==> src/rtl/ahb_line_fetch_if.sv <==
// ---------------------------------------------------------------------------
// ahb_line_fetch_if
//   AHB-Lite read-path signal bundle between the line-fetch master and the
//   bus/slave side.
//
//   HADDR   master -> slave  byte address of the current address phase
//   HTRANS  master -> slave  IDLE=00, NONSEQ=10, SEQ=11
//   HBURST  master -> slave  burst type (INCR4/8/16)
//   HSIZE   master -> slave  transfer size (word)
//   HWRITE  master -> slave  always 0 (read-only master)
//   HRDATA  slave -> master  read data for the current data phase
//   HREADY  slave -> master  1 = current data phase completes this edge
//   HRESP   slave -> master  0 = OKAY, 1 = ERROR
// ---------------------------------------------------------------------------
interface ahb_line_fetch_if #(
    parameter int ADDR_WIDTH = 32
);
    logic [ADDR_WIDTH-1:0] HADDR;
    logic [1:0]            HTRANS;
    logic [2:0]            HBURST;
    logic [2:0]            HSIZE;
    logic                  HWRITE;
    logic [31:0]           HRDATA;
    logic                  HREADY;
    logic                  HRESP;

    modport master (
        output HADDR, HTRANS, HBURST, HSIZE, HWRITE,
        input  HRDATA, HREADY, HRESP
    );

    modport slave (
        input  HADDR, HTRANS, HBURST, HSIZE, HWRITE,
        output HRDATA, HREADY, HRESP
    );
endinterface

==> src/rtl/ahb_line_fetch.sv <==
// ---------------------------------------------------------------------------
// ahb_line_fetch
//   I-cache refill engine. On a miss it issues one line-aligned incrementing
//   AHB-Lite read burst, packs the returned words into a cache line and
//   pulses mem_ready for one cycle when the line is complete.
//
//   clk           rising-edge clock
//   rst           asynchronous reset, active-low
//   mem_req       miss request (level, held until mem_ready)
//   mem_addr      miss address; line-offset bits are ignored
//   mem_data_out  assembled line, word i in bits [32i+31:32i]
//   mem_ready     one-cycle pulse, mem_data_out valid
//   mem_err       high together with mem_ready if the burst got an ERROR
//   ahb           AHB-Lite master port (see ahb_line_fetch_if)
// ---------------------------------------------------------------------------
module ahb_line_fetch #(
    parameter  int ADDR_WIDTH = 32,
    parameter  int LINE_WORDS = 4,
    localparam int LINE_BITS  = LINE_WORDS * 32
) (
    input  logic                  clk,
    input  logic                  rst,
    input  logic                  mem_req,
    input  logic [ADDR_WIDTH-1:0] mem_addr,
    output logic [LINE_BITS-1:0]  mem_data_out,
    output logic                  mem_ready,
    output logic                  mem_err,
    ahb_line_fetch_if.master      ahb
);

    localparam int CNT_W = $clog2(LINE_WORDS);
    localparam int OFF_W = CNT_W + 2;
    localparam logic [CNT_W-1:0] LAST_BEAT = CNT_W'(LINE_WORDS - 1);

    localparam logic [2:0] BURST_CODE = (LINE_WORDS == 16) ? 3'b111 :
                                        (LINE_WORDS == 8)  ? 3'b101 : 3'b011;

    localparam logic [1:0] TRANS_IDLE   = 2'b00;
    localparam logic [1:0] TRANS_NONSEQ = 2'b10;
    localparam logic [1:0] TRANS_SEQ    = 2'b11;

    localparam logic [1:0] S_IDLE  = 2'd0;
    localparam logic [1:0] S_ADDR  = 2'd1;
    localparam logic [1:0] S_BURST = 2'd2;
    localparam logic [1:0] S_DONE  = 2'd3;

    logic [1:0]              state;
    logic [ADDR_WIDTH-OFF_W-1:0] base_q;
    logic [CNT_W-1:0]        addr_cnt;
    logic [CNT_W-1:0]        data_cnt;
    logic                    addr_done;
    logic                    err_q;
    logic [LINE_BITS-1:0]    line_q;
    logic                    unused_offset;

    // The line offset is dropped when the base is latched.
    assign unused_offset = ^mem_addr[OFF_W-1:0];

    // Base is line-aligned, so the beat address is a plain concatenation.
    assign ahb.HADDR  = {base_q, addr_cnt, 2'b00};
    assign ahb.HTRANS = (state == S_ADDR)                 ? TRANS_NONSEQ :
                        (state == S_BURST && !addr_done)  ? TRANS_SEQ    : TRANS_IDLE;
    assign ahb.HBURST = BURST_CODE;
    assign ahb.HSIZE  = 3'b010;
    assign ahb.HWRITE = 1'b0;

    assign mem_data_out = line_q;
    assign mem_ready    = (state == S_DONE);
    assign mem_err      = (state == S_DONE) && err_q;

    always_ff @(posedge clk or negedge rst) begin
        if (!rst) begin
            state     <= S_IDLE;
            base_q    <= '0;
            addr_cnt  <= '0;
            data_cnt  <= '0;
            addr_done <= 1'b0;
            err_q     <= 1'b0;
            line_q    <= '0;
        end else begin
            case (state)
                S_IDLE: begin
                    if (mem_req) begin
                        state     <= S_ADDR;
                        base_q    <= mem_addr[ADDR_WIDTH-1:OFF_W];
                        addr_cnt  <= '0;
                        data_cnt  <= '0;
                        addr_done <= 1'b0;
                        err_q     <= 1'b0;
                    end
                end
                // NONSEQ phase for beat 0; no data phase is in flight yet.
                S_ADDR: begin
                    if (ahb.HREADY) begin
                        state    <= S_BURST;
                        addr_cnt <= addr_cnt + CNT_W'(1);
                    end
                end
                // Every cycle in BURST has a data phase in flight, and an
                // accepted address phase always coincides with HREADY=1.
                S_BURST: begin
                    if (ahb.HRESP) begin
                        // First ERROR cycle (HREADY=0): withdraw the pending
                        // address so the rest of the burst is never issued.
                        err_q <= 1'b1;
                        if (ahb.HREADY) begin
                            state <= S_DONE;
                        end else begin
                            addr_done <= 1'b1;
                        end
                    end else if (ahb.HREADY) begin
                        if (!addr_done) begin
                            if (addr_cnt == LAST_BEAT) begin
                                addr_done <= 1'b1;
                            end else begin
                                addr_cnt <= addr_cnt + CNT_W'(1);
                            end
                        end
                        line_q[{data_cnt, 5'd0} +: 32] <= ahb.HRDATA;
                        if (data_cnt == LAST_BEAT) begin
                            state <= S_DONE;
                        end else begin
                            data_cnt <= data_cnt + CNT_W'(1);
                        end
                    end
                end
                S_DONE: begin
                    state <= S_IDLE;
                end
                default: begin
                    state <= S_IDLE;
                end
            endcase
        end
    end

endmodule
==> src/flat_wrapper.sv <==
// flat-port wrapper written by rule: the top's interface ports become plain ports
module ahb_line_fetch_flat 
#(
    parameter  int ADDR_WIDTH = 32,
    parameter  int LINE_WORDS = 4,
    localparam int LINE_BITS  = LINE_WORDS * 32
)
  (clk, rst, mem_req, mem_addr, mem_data_out, mem_ready, mem_err, ahb_HADDR, ahb_HTRANS, ahb_HBURST, ahb_HSIZE, ahb_HWRITE, ahb_HRDATA, ahb_HREADY, ahb_HRESP);
  ahb_line_fetch_if #(.ADDR_WIDTH(ADDR_WIDTH)) ahb_i ();
  input  logic clk;
  input  logic rst;
  input  logic mem_req;
  input  logic [ADDR_WIDTH-1:0] mem_addr;
  output logic [LINE_BITS-1:0] mem_data_out;
  output logic mem_ready;
  output logic mem_err;
  output wire logic [$bits(ahb_i.HADDR)-1:0] ahb_HADDR;
  output wire logic [$bits(ahb_i.HTRANS)-1:0] ahb_HTRANS;
  output wire logic [$bits(ahb_i.HBURST)-1:0] ahb_HBURST;
  output wire logic [$bits(ahb_i.HSIZE)-1:0] ahb_HSIZE;
  output wire logic [$bits(ahb_i.HWRITE)-1:0] ahb_HWRITE;
  input wire logic [$bits(ahb_i.HRDATA)-1:0] ahb_HRDATA;
  input wire logic [$bits(ahb_i.HREADY)-1:0] ahb_HREADY;
  input wire logic [$bits(ahb_i.HRESP)-1:0] ahb_HRESP;
  assign ahb_HADDR = ahb_i.HADDR;
  assign ahb_HTRANS = ahb_i.HTRANS;
  assign ahb_HBURST = ahb_i.HBURST;
  assign ahb_HSIZE = ahb_i.HSIZE;
  assign ahb_HWRITE = ahb_i.HWRITE;
  assign ahb_i.HRDATA = ahb_HRDATA;
  assign ahb_i.HREADY = ahb_HREADY;
  assign ahb_i.HRESP = ahb_HRESP;
  ahb_line_fetch #(.ADDR_WIDTH(ADDR_WIDTH), .LINE_WORDS(LINE_WORDS)) u_core (.clk(clk), .rst(rst), .mem_req(mem_req), .mem_addr(mem_addr), .mem_data_out(mem_data_out), .mem_ready(mem_ready), .mem_err(mem_err), .ahb(ahb_i));
endmodule
==> config.mk <==
export PLATFORM = sky130hd
export DESIGN_NAME = ahb_line_fetch_flat
export DESIGN_NICKNAME = d
export VERILOG_FILES = /design/src/rtl/ahb_line_fetch_if.sv /design/src/rtl/ahb_line_fetch.sv /design/src/flat_wrapper.sv
export SDC_FILE = /design/constraint.sdc
export NUM_CORES = 1
export LEC_CHECK = 0
export CORE_ASPECT_RATIO = 1.4
export CORE_UTILIZATION = 38
export DETAILED_ROUTE_END_ITERATION = 7
export PLACE_DENSITY = 0.7
export RECOVER_POWER = 100
export SYNTH_ARGS = -nofsm -noshare
export SYNTH_HDL_FRONTEND = slang
export SYNTH_SLANG_ARGS = --single-unit
==> constraint.sdc <==
create_clock -name clk -period 1.95 [get_ports clk]
set_input_delay 0.585 -clock clk [delete_from_list [all_inputs] [get_ports clk]]
set_output_delay 0.585 -clock clk [all_outputs]
set_load 0.02 [all_outputs]
==> flow_metrics.env, run 1 <==
export IMPL_relSlewSlack_pct=21.3
export IMPL_critical_path_arrival_ns=1.39
export IMPL_clock_sinks=164
export IMPL_place_area_sq_um=9610
export IMPL_fill_cells=1567
export IMPL_firstDrtPassIters=4
export IMPL_startpoint="u_core.state[1]$_DFFE_PN0P_"
export IMPL_synth_area_per_cell_sq_um=10.9
export IMPL_timing_rr_end="u_core.state[1]$_DFFE_PN0P_"
export IMPL_grt_max_degree=47
export IMPL_port_buffers=226
export IMPL_powerDensity_nw_per_um2=1340
export IMPL_tightest_slew_ns=1.18
export IMPL_yosysWarnings=0
export IMPL_final_cell_mix="nand2_1, dfrtp_1, dlygate4sd2_1"
export IMPL_antenna_left=0
export IMPL_num_rows=57
export IMPL_status="finished, violations left"
export IMPL_clock_root_buffer="clkbuf_16"
export IMPL_antenna_found_initial=0
export IMPL_ys_seq_elements=164
export IMPL_ys_seq_area_share_pct=60.2
export IMPL_viasPerCell=4.78
export IMPL_ir_worst_vdd_mv=0.853
export IMPL_reg2reg_depth=6
export IMPL_syn_instance_count=623
export IMPL_clk_latency_ns=0.42
export IMPL_synthFlopType="dfrtp_1"
export IMPL_path_class="reg -> out"
export IMPL_timing_rr_start="u_core.state[1]$_DFFE_PN0P_"
export IMPL_hold_viol=0
export IMPL_final_util_pct=57.5
export IMPL_grt_first_pass_wirelength_microns=29800
export IMPL_synth_enable_flop_cells=0
export IMPL_cts_hold_fix_buffers=0
export IMPL_drt_initial_drc_count=229
export IMPL_hpwl_microns=12900
export IMPL_drv_slew=0
export IMPL_synthArstFlopShare_pct=100
export IMPL_max_cap_violations=0
export IMPL_post_drt_wl_per_cell_microns=16.6
export IMPL_grt_setup_unrepaired="true"
export IMPL_clock_skew_ns=0.00738
export IMPL_cp_start_kind="register"
export IMPL_seqCellArea_sq_um=4110
export IMPL_dp_cells=1082
export IMPL_postLayoutCellArea_sq_um=10100
export IMPL_final_common_cell="nand2_1"
export IMPL_die_width_microns=115
export IMPL_n_antenna_cell=0
export IMPL_required_ns=1.36
export IMPL_r2r_slack_ns=0.09
export IMPL_fin_ws_ns=-0.0269
export IMPL_core_area_sq_um=17500
export IMPL_cts_reportedPaths_clkPinSlew_ns=0.07
export IMPL_track_usage_pct=21.3
export IMPL_synth_distinct_cells=39
export IMPL_violations="negative setup slack"
export IMPL_netlist_area_sq_um=6810
export IMPL_drc=0
export IMPL_cts_max_path_buffers=2
export IMPL_grt_pass1_vias=5463
export IMPL_period_share_pct=101
export IMPL_multi_input_area_sq_um=2470
export IMPL_p_leak_nw=5.03
export IMPL_cts_tree="yes"
export IMPL_dieArea_sq_um=18500
export IMPL_min_path_type="in -> async"
export IMPL_gp_congestion=0.784
export IMPL_cp_endpoint="mem_err"
export IMPL_die_y_microns=160
export IMPL_vias=5350
export IMPL_ios=240
export IMPL_fin_crit_ns=1.98
export IMPL_finalNetCount=953
export IMPL_fin_cells=1119
export IMPL_initial_utilization_pct=39.0
export IMPL_setup_viol=4
export IMPL_numCtsBuffers=17
export IMPL_drive_gt1_share_pct=15.3
export IMPL_place_ws_ns=-0.270
export IMPL_area_growth_pct=47.5
export IMPL_tns_ns=-0.0833
export IMPL_worstSetupEndpointType="output port"
export IMPL_routed_wl_microns=18600
export IMPL_grt_ovfl_total=0
export IMPL_fmax_mhz=506
export IMPL_cp_max_fo=3
export IMPL_h_tree_depth=4
==> registers in the layout, summed over array words and instances (netlist names) <==
name	flops
u_core.mem_data_out	128
u_core.base_q	28
u_core.addr_cnt	2
u_core.data_cnt	2
u_core.state	2
u_core.addr_done	1
u_core.err_q	1
==> cell type report <==
class / count / area share [%]
timing repair buffer: 270 / 25.1
clock buffer: 19 / 4.51
multi-input combinational: 409 / 24.6
tap: 236 / 2.94
inverter: 8 / 0.299
clock inverter: 13 / 1.71
sequential: 164 / 40.8
==> cells by family after synthesis <==
logic type | Yosys count | synth area share [%]
multiplexers | 35 | 5.71
AND/OR/NAND/NOR | 215 | 13.7
buffers and inverters | 57 | 5.12
AO/OA/AOI/OAI | 136 | 12.6
flip-flops | 164 | 60.2
adder cells (fa/ha/maj) | 14 | 2.57
other | 2 | 0.110
==> synth_stat cells (all sizes together) (2+ instances only) <==
| library cell | count | area (sq um) |
|---|---|---|
| nand2 | 194 | 728 |
| dfrtp | 164 | 4100 |
| o21ai | 97 | 516 |
| mux2 | 31 | 349 |
| a22o | 30 | 263 |
| buf | 30 | 248 |
| clkbuf | 19 | 71.3 |
| ha | 14 | 175 |
| inv | 8 | 30.0 |
| nand2b | 5 | 31.3 |
| mux2i | 4 | 40.0 |
| nand4b | 4 | 62.6 |
| a32o | 2 | 20.0 |
| conb | 2 | 7.51 |
| nand3 | 2 | 10.0 |
| nor2 | 2 | 7.51 |
==> where the power goes <==
group | switching, W | internal (W)
Combinational | 0.00301 | 0.00235
Clock | 0.00143 | 0.00211
Sequential | 0.000403 | 0.00421
Total | 0.00484 | 0.00867
==> worst max-delay path: stages, from the launching register on <==
cell	delay (ns)
dfrtp_2	0.44
buf_6	0.13
ha_4	0.15
and2_4	0.13
buf_6	0.12
==> stage by stage <==
step,hold slack [ns],total power (W)
after floorplan,0.289,0.00773
after global placement,0.459,0.0103
after detailed placement,0.470,0.0104
after CTS,0.114,0.0135
after global routing,0.471,0.0142
final,0.397,0.0135
==> layer usage <==
metal | wire length, microns | global-route usage (%) | vias to the layer above
met1 | 7410 | 25.3 | 2597
li1 | - | - | 2576
met3 | 882 | 5.13 | 24
met2 | 9880 | 36.9 | 153
met5 | 0 | 0 | -
met4 | 449 | 7.97 | 0
==> worst min-delay path by stage <==
stage,from,endpoint,slack [ns],depth (start not counted)
after floorplan,rst,u_core.addr_cnt[0]$_DFFE_PN0P_,0.29,0
after global placement,u_core.mem_data_out[16]$_DFFE_PN0P_,u_core.mem_data_out[16]$_DFFE_PN0P_,0.46,2
after detailed placement,u_core.mem_data_out[17]$_DFFE_PN0P_,u_core.mem_data_out[17]$_DFFE_PN0P_,0.47,2
after CTS,rst,u_core.mem_data_out[83]$_DFFE_PN0P_,0.11,1
after global routing,rst,u_core.mem_data_out[46]$_DFFE_PN0P_,0.47,1
final,rst,u_core.mem_data_out[19]$_DFFE_PN0P_,0.40,1
==> timing repair <==
action	CTS	global route
setup buffers	1	3
resized for setup	185	14
pin swaps	0	2
gates cloned	0	1
endpoints found under the setup margin	162	6
endpoints found under the hold margin	0	0
Note: power is estimated with default switching activity, not from simulation.
==> inputs of run 2 (changes only) <==
--- a/config.mk
+++ b/config.mk
@@ -5,9 +5,11 @@
 export SDC_FILE = /design/constraint.sdc
 export NUM_CORES = 1
 export LEC_CHECK = 0
+export ABC_CLOCK_PERIOD_IN_PS = 1910
 export CORE_ASPECT_RATIO = 1.4
 export CORE_UTILIZATION = 38
 export DETAILED_ROUTE_END_ITERATION = 7
+export MAX_ROUTING_LAYER = met4
 export PLACE_DENSITY = 0.7
 export RECOVER_POWER = 100
 export SYNTH_ARGS = -nofsm -noshare
==> constraint.sdc (replaced) <==
create_clock -name clk -period 1.91 [get_ports clk]
set_input_delay 0.573 -clock clk [delete_from_list [all_inputs] [get_ports clk]]
set_output_delay 0.573 -clock clk [all_outputs]
set_load 0.02 [all_outputs]
==> run 2 against run 1 <==
Against the previous run:
- the flow still finishes with violations (negative setup slack)
- setup slack lost 0.029 ns
- routed wire length grew 2.6%
- combinational power grew 6.0%
- global-route usage grew 0.58 points
- non-clock buffer count grew 11
- first-iteration DRC count grew 1.7%
- count of clock-buffer cells in the layout shrank 2
- clock skew is essentially flat
==> flow_metrics.env, run 2 (synthesis gave the netlist of run 1 again) <==
export IMPL_status="finished, violations left"
export IMPL_violations="negative setup slack"
export IMPL_relSlewSlack_pct=40.4
export IMPL_fin_crit_ns=1.97
export IMPL_wl_met2_microns=10000
export IMPL_hpwl_microns=13200
export IMPL_cts_hold_fix_buffers=0
export IMPL_path_class="reg -> out"
export IMPL_place_ws_ns=-0.301
export IMPL_fill_cells=1566
export IMPL_clock_sinks=164
export IMPL_fmax_mhz=509
export IMPL_worstSetupEndpointType="output port"
export IMPL_track_usage_pct=21.9
export IMPL_area_growth_pct=47.3
export IMPL_post_drt_wl_per_cell_microns=16.9
export IMPL_numCtsBuffers=17
export IMPL_ir_worst_vdd_mv=0.984
export IMPL_firstDrtPassIters=4
export IMPL_clock_skew_ns=0.00771
export IMPL_dr_wl_met3_microns=729
export IMPL_clock_root_buffer="clkbuf_16"
export IMPL_finalNetCount=964
export IMPL_viasPerCell=4.82
export IMPL_tightest_slew_ns=0.894
export IMPL_tns_ns=-0.201
export IMPL_port_buffers=226
export IMPL_grt_pass1_vias=5449
export IMPL_cts_tree="yes"
export IMPL_n_antenna_cell=0
export IMPL_largest_reg_flops=128
export IMPL_hold_viol=0
export IMPL_grt_setup_unrepaired="true"
export IMPL_dieArea_sq_um=18500
export IMPL_drc=0
export IMPL_core_area_sq_um=17500
export IMPL_fin_ws_ns=-0.0562
export IMPL_setup_viol=4
export IMPL_max_cap_violations=0
export IMPL_grt_max_degree=41
export IMPL_met1_length_microns=7590
export IMPL_cts_reportedPaths_clkPinSlew_ns=0.07
export IMPL_gp_congestion=0.799
export IMPL_grt_ovfl_total=0
export IMPL_final_util_pct=57.4
export IMPL_dr_max_layer_used="met4"
export IMPL_final_cell_mix="nand2_1, dfrtp_1, dlygate4sd2_1"
export IMPL_cp_start_kind="register"
export IMPL_cts_max_path_buffers=2
export IMPL_final_common_cell="nand2_1"
export IMPL_required_ns=1.34
export IMPL_initial_utilization_pct=39.0
export IMPL_cp_max_fo=3
export IMPL_critical_path_arrival_ns=1.39
export IMPL_drive_gt1_share_pct=16.0
export IMPL_vias=5443
export IMPL_ios=240
export IMPL_die_width_microns=115
export IMPL_power_total_w=0.0139
export IMPL_die_y_microns=160
export IMPL_powerDensity_nw_per_um2=1380
export IMPL_clk_latency_ns=0.43
export IMPL_drt_initial_drc_count=233
export IMPL_period_share_pct=103
export IMPL_antenna_left=0
export IMPL_num_rows=57
export IMPL_min_path_type="in -> async"
export IMPL_p_leak_nw=5.01
export IMPL_whs_ns=0.258
export IMPL_h_tree_depth=4
export IMPL_antenna_found_initial=0
export IMPL_grt_first_pass_wirelength_microns=29400
export IMPL_drv_slew=0
export IMPL_routed_wl_microns=19100
-- run 2: cell types whose count changed in the layout (fill, tap and decap cells not counted), moves of 2 or more --
cell,change
clkbuf_8,-2
o21ai_0,+9
clkbuf_4,+9
buf_4,+2
ha_2,+2
buf_12,-4
clkbuf_1,+3
o21ai_1,-9
inv_6,+2
-- run 2: area by class of cell --
| type | count | area, sq um | share of cell area [%] |
|---|---|---|---|
| Multi-Input combinational cell | 409 | 2440 | 24.3 |
| Timing Repair Buffer | 281 | 2570 | 25.6 |
| Clock inverter | 15 | 169 | 1.68 |
| Tap cell | 236 | 295 | 2.94 |
| Inverter | 8 | 30.0 | 0.299 |
| Clock buffer | 17 | 425 | 4.24 |
| Sequential cell | 164 | 4100 | 40.9 |
-- run 2: critical path: stages, from the launching register on --
cell and delay, ns:
dfrtp_1 0.41, buf_4 0.16, ha_4 0.15, and2_4 0.13, buf_6 0.12
-- run 2: metal layers --
layer | vias up | global-route usage [%]
li1 | 2605 | -
met1 | 2617 | 24.6
met2 | 175 | 36.7
met3 | 46 | 3.81
met4 | 0 | 12.0
met5 | - | -
-- run 2: stage by stage --
step	instance area, sq um	cells
after detailed placement	9610	1087
final	10000	1130
after floorplan	6840	630
after global placement	9610	1087
after global routing	10000	1130
after CTS	10000	1119
-- run 2: repair_timing --
action	in CTS	in global routing
pin swaps	0	3
setup buffers	0	8
gates cloned	0	3
resized for setup	183	17
setup endpoints to repair	162	24
-- run 2: where the power goes --
part           internal (W)  switching (W)  total (W)
logic               0.00254        0.00315    0.00569
registers           0.00430       0.000421    0.00472
clock network       0.00196        0.00150    0.00346
total               0.00880        0.00507     0.0139
-- run 2: final timing paths --
check	startpoint	cells after the start	slack (ns)	endpoint
hold reg to reg	u_core.mem_data_out[17]$_DFFE_PN0P_	2	0.47	u_core.mem_data_out[17]$_DFFE_PN0P_
setup reg to reg	u_core.state[0]$_DFFE_PN0P_	7	0.05	u_core.state[1]$_DFFE_PN0P_
hold / removal	rst	1	0.26	u_core.mem_data_out[115]$_DFFE_PN0P_
max in group asynchronous	rst	2	0.46	u_core.base_q[2]$_DFFE_PN0P_
setup / recovery	u_core.state[1]$_DFFE_PN0P_	4	-0.06	mem_err
min in group clk	u_core.mem_data_out[17]$_DFFE_PN0P_	2	0.47	u_core.mem_data_out[17]$_DFFE_PN0P_
==> inputs of run 3 (changes only) <==
--- a/config.mk
+++ b/config.mk
@@ -8,8 +8,8 @@
 export ABC_CLOCK_PERIOD_IN_PS = 1910
 export CORE_ASPECT_RATIO = 1.4
 export CORE_UTILIZATION = 38
+export CTS_BUF_LIST = sky130_fd_sc_hd__clkbuf_4
 export DETAILED_ROUTE_END_ITERATION = 7
-export MAX_ROUTING_LAYER = met4
 export PLACE_DENSITY = 0.7
 export RECOVER_POWER = 100
 export SYNTH_ARGS = -nofsm -noshare
==> run 3 against run 2 <==
Against the previous run:
- the run still ends with negative setup slack left
- first-iteration DRC count shrank 16%
- global-route usage shrank 0.91 points
- utilization fell by 3.4 points
- routed wire length fell by 1.6%
- setup slack got worse by 0.17 ns
- via count shrank 0.42%
- clock power decreased by 38%
- count of clock-buffer cells in the layout did not move
- register-to-register slack worse by 0.11 ns
- critical path type unchanged
- largest cell class unchanged
==> flow_metrics.env, run 3 (synthesis gave the netlist of run 1 again) <==
export IMPL_cts_reportedPaths_clkPinSlew_ns=0.14
export IMPL_routed_wl_microns=18800
export IMPL_crit_path_max_incr_delay_ns=0.45
export IMPL_drv_slew=0
export IMPL_fin_cells=1132
export IMPL_grt_first_pass_wirelength_microns=29300
export IMPL_antenna_left=0
export IMPL_drc=0
export IMPL_timing_rr_start="u_core.state[0]$_DFFE_PN0P_"
export IMPL_initial_utilization_pct=39.0
export IMPL_cp_start_kind="register"
export IMPL_num_rows=57
export IMPL_ir_worst_vdd_mv=0.879
export IMPL_violations="negative setup slack"
export IMPL_area_growth_pct=38.6
export IMPL_tightest_slew_ns=0.892
export IMPL_cts_tree="yes"
export IMPL_die_y_microns=160
export IMPL_cp_endpoint="ahb_HTRANS[1]"
export IMPL_worstSetupEndpointType="output port"
export IMPL_slowest_stage="dfrtp_2"
export IMPL_place_ws_ns=-0.301
export IMPL_ios=240
export IMPL_grt_pass1_vias=5455
export IMPL_crit_buf_inv=2
export IMPL_crit_chain="buf_6 > ha_4 > nand2b_4 > buf_6"
export IMPL_viasPerCell=4.79
export IMPL_clock_root_buffer="clkbuf_4"
export IMPL_largest_reg_flops=128
export IMPL_dieArea_sq_um=18500
export IMPL_setup_viol=9
export IMPL_required_ns=1.34
export IMPL_multi_input_area_sq_um=2490
export IMPL_reg2reg_depth=8
export IMPL_relSlewSlack_pct=40.5
export IMPL_clk_latency_ns=0.58
export IMPL_fin_ws_ns=-0.231
export IMPL_final_common_cell="nand2_1"
export IMPL_cp_max_fo=3
export IMPL_final_cell_mix="nand2_1, dfrtp_1, clkbuf_1"
export IMPL_firstDrtPassIters=4
export IMPL_powerDensity_nw_per_um2=1310
export IMPL_cp_depth=4
export IMPL_drt_initial_drc_count=196
export IMPL_dp_cells=1087
export IMPL_critical_path_top_delay_family="flip-flops"
export IMPL_p_leak_nw=4.16
export IMPL_status="finished, violations left"
export IMPL_port_buffers=226
export IMPL_period_share_pct=112
export IMPL_post_drt_wl_per_cell_microns=16.6
export IMPL_min_path_type="reg -> reg"
export IMPL_hpwl_microns=13200
export IMPL_grt_setup_unrepaired="true"
export IMPL_grt_ovfl_total=0
export IMPL_vias=5420
export IMPL_clock_sinks=164
export IMPL_timing_rr_end="u_core.state[1]$_DFFE_PN0P_"
export IMPL_fin_crit_ns=2.14
export IMPL_antenna_found_initial=1
export IMPL_drive_gt1_share_pct=20.8
export IMPL_startpoint="u_core.state[0]$_DFFE_PN0P_"
export IMPL_final_util_pct=54.0
export IMPL_fmax_mhz=467
export IMPL_hold_viol=0
export IMPL_seqCellArea_sq_um=4110
export IMPL_h_tree_depth=4
export IMPL_cp_common_cell="buf_6"
export IMPL_core_area_sq_um=17500
export IMPL_fill_cells=1614
export IMPL_critical_path_arrival_ns=1.57
export IMPL_grt_max_degree=41
export IMPL_clock_skew_ns=0.0210
export IMPL_numCtsBuffers=17
export IMPL_cts_max_path_buffers=2
export IMPL_r2r_slack_ns=-0.06
export IMPL_track_usage_pct=21.0
export IMPL_tns_ns=-1.00
export IMPL_finalNetCount=965
export IMPL_gp_congestion=0.788
export IMPL_path_class="reg -> out"
export IMPL_die_width_microns=115
export IMPL_max_cap_violations=0
-- run 3: worst min path at each step --
| stage | from | to | slack (ns) | cells after the start |
|---|---|---|---|---|
| floorplan | rst | u_core.addr_cnt[0]$_DFFE_PN0P_ | 0.28 | 0 |
| global placement | u_core.mem_data_out[17]$_DFFE_PN0P_ | u_core.mem_data_out[17]$_DFFE_PN0P_ | 0.46 | 2 |
| detailed placement | u_core.mem_data_out[17]$_DFFE_PN0P_ | u_core.mem_data_out[17]$_DFFE_PN0P_ | 0.47 | 2 |
| CTS | rst | u_core.mem_data_out[115]$_DFFE_PN0P_ | 0.40 | 2 |
| global route | u_core.mem_data_out[41]$_DFFE_PN0P_ | u_core.mem_data_out[41]$_DFFE_PN0P_ | 0.52 | 2 |
| finish | u_core.mem_data_out[33]$_DFFE_PN0P_ | u_core.mem_data_out[33]$_DFFE_PN0P_ | 0.50 | 2 |
-- run 3: stage by stage --
| step | power (W) | hold slack (ns) | area [sq um] |
|---|---|---|---|
| 2_1_floorplan | 0.00790 | 0.277 | 6840 |
| 3_3_place_gp | 0.0105 | 0.458 | 9610 |
| 3_5_place_dp | 0.0107 | 0.466 | 9610 |
| 4_1_cts | 0.0126 | 0.401 | 9990 |
| 5_1_grt | 0.0131 | 0.523 | 9440 |
| 6_report | 0.0124 | 0.497 | 9440 |
-- run 3: worst register-to-register path: cells and delay by family (launching register included) --
kind                       cells  cell delay (ns)
buffers and inverters          5             0.53
AOI/OAI and AO/OA              1             0.35
muxes                          1             0.38
DFF                            1             0.45
adders and majority gates      1             0.17
-- run 3: metal layers --
layer | GRT usage (%) | share of wire [%] | vias up
li1 | - | - | 2603
met1 | 24.5 | 40 | 2596
met2 | 35.9 | 52 | 184
met3 | 4.75 | 4.6 | 37
met4 | 10.3 | 3.3 | 0
met5 | 0 | 0 | -
-- run 3: power breakdown --
group,switching [W],internal (W)
sequential,0.000456,0.00429
combinational,0.00310,0.00236
clock,0.00134,0.000813
total,0.00490,0.00746
-- run 3: what timing repair did --
item	CTS	global route
setup endpoints to repair	162	159
gates cloned	0	2
endpoints found under the hold margin	28	0
pin swaps	1	1
resized for setup	351	138
hold buffers	1	0
buffers inserted	2	7
-- run 3: cell type report --
type / instances / share of cell area (%)
tap: 236 / 3.13
clock buffer: 17 / 1.35
clock inverter: 15 / 1.79
timing repair buffer: 282 / 23.5
multi-input combinational: 409 / 26.4
antenna: 1 / 0.0265
inverter: 8 / 0.318
sequential: 164 / 43.5
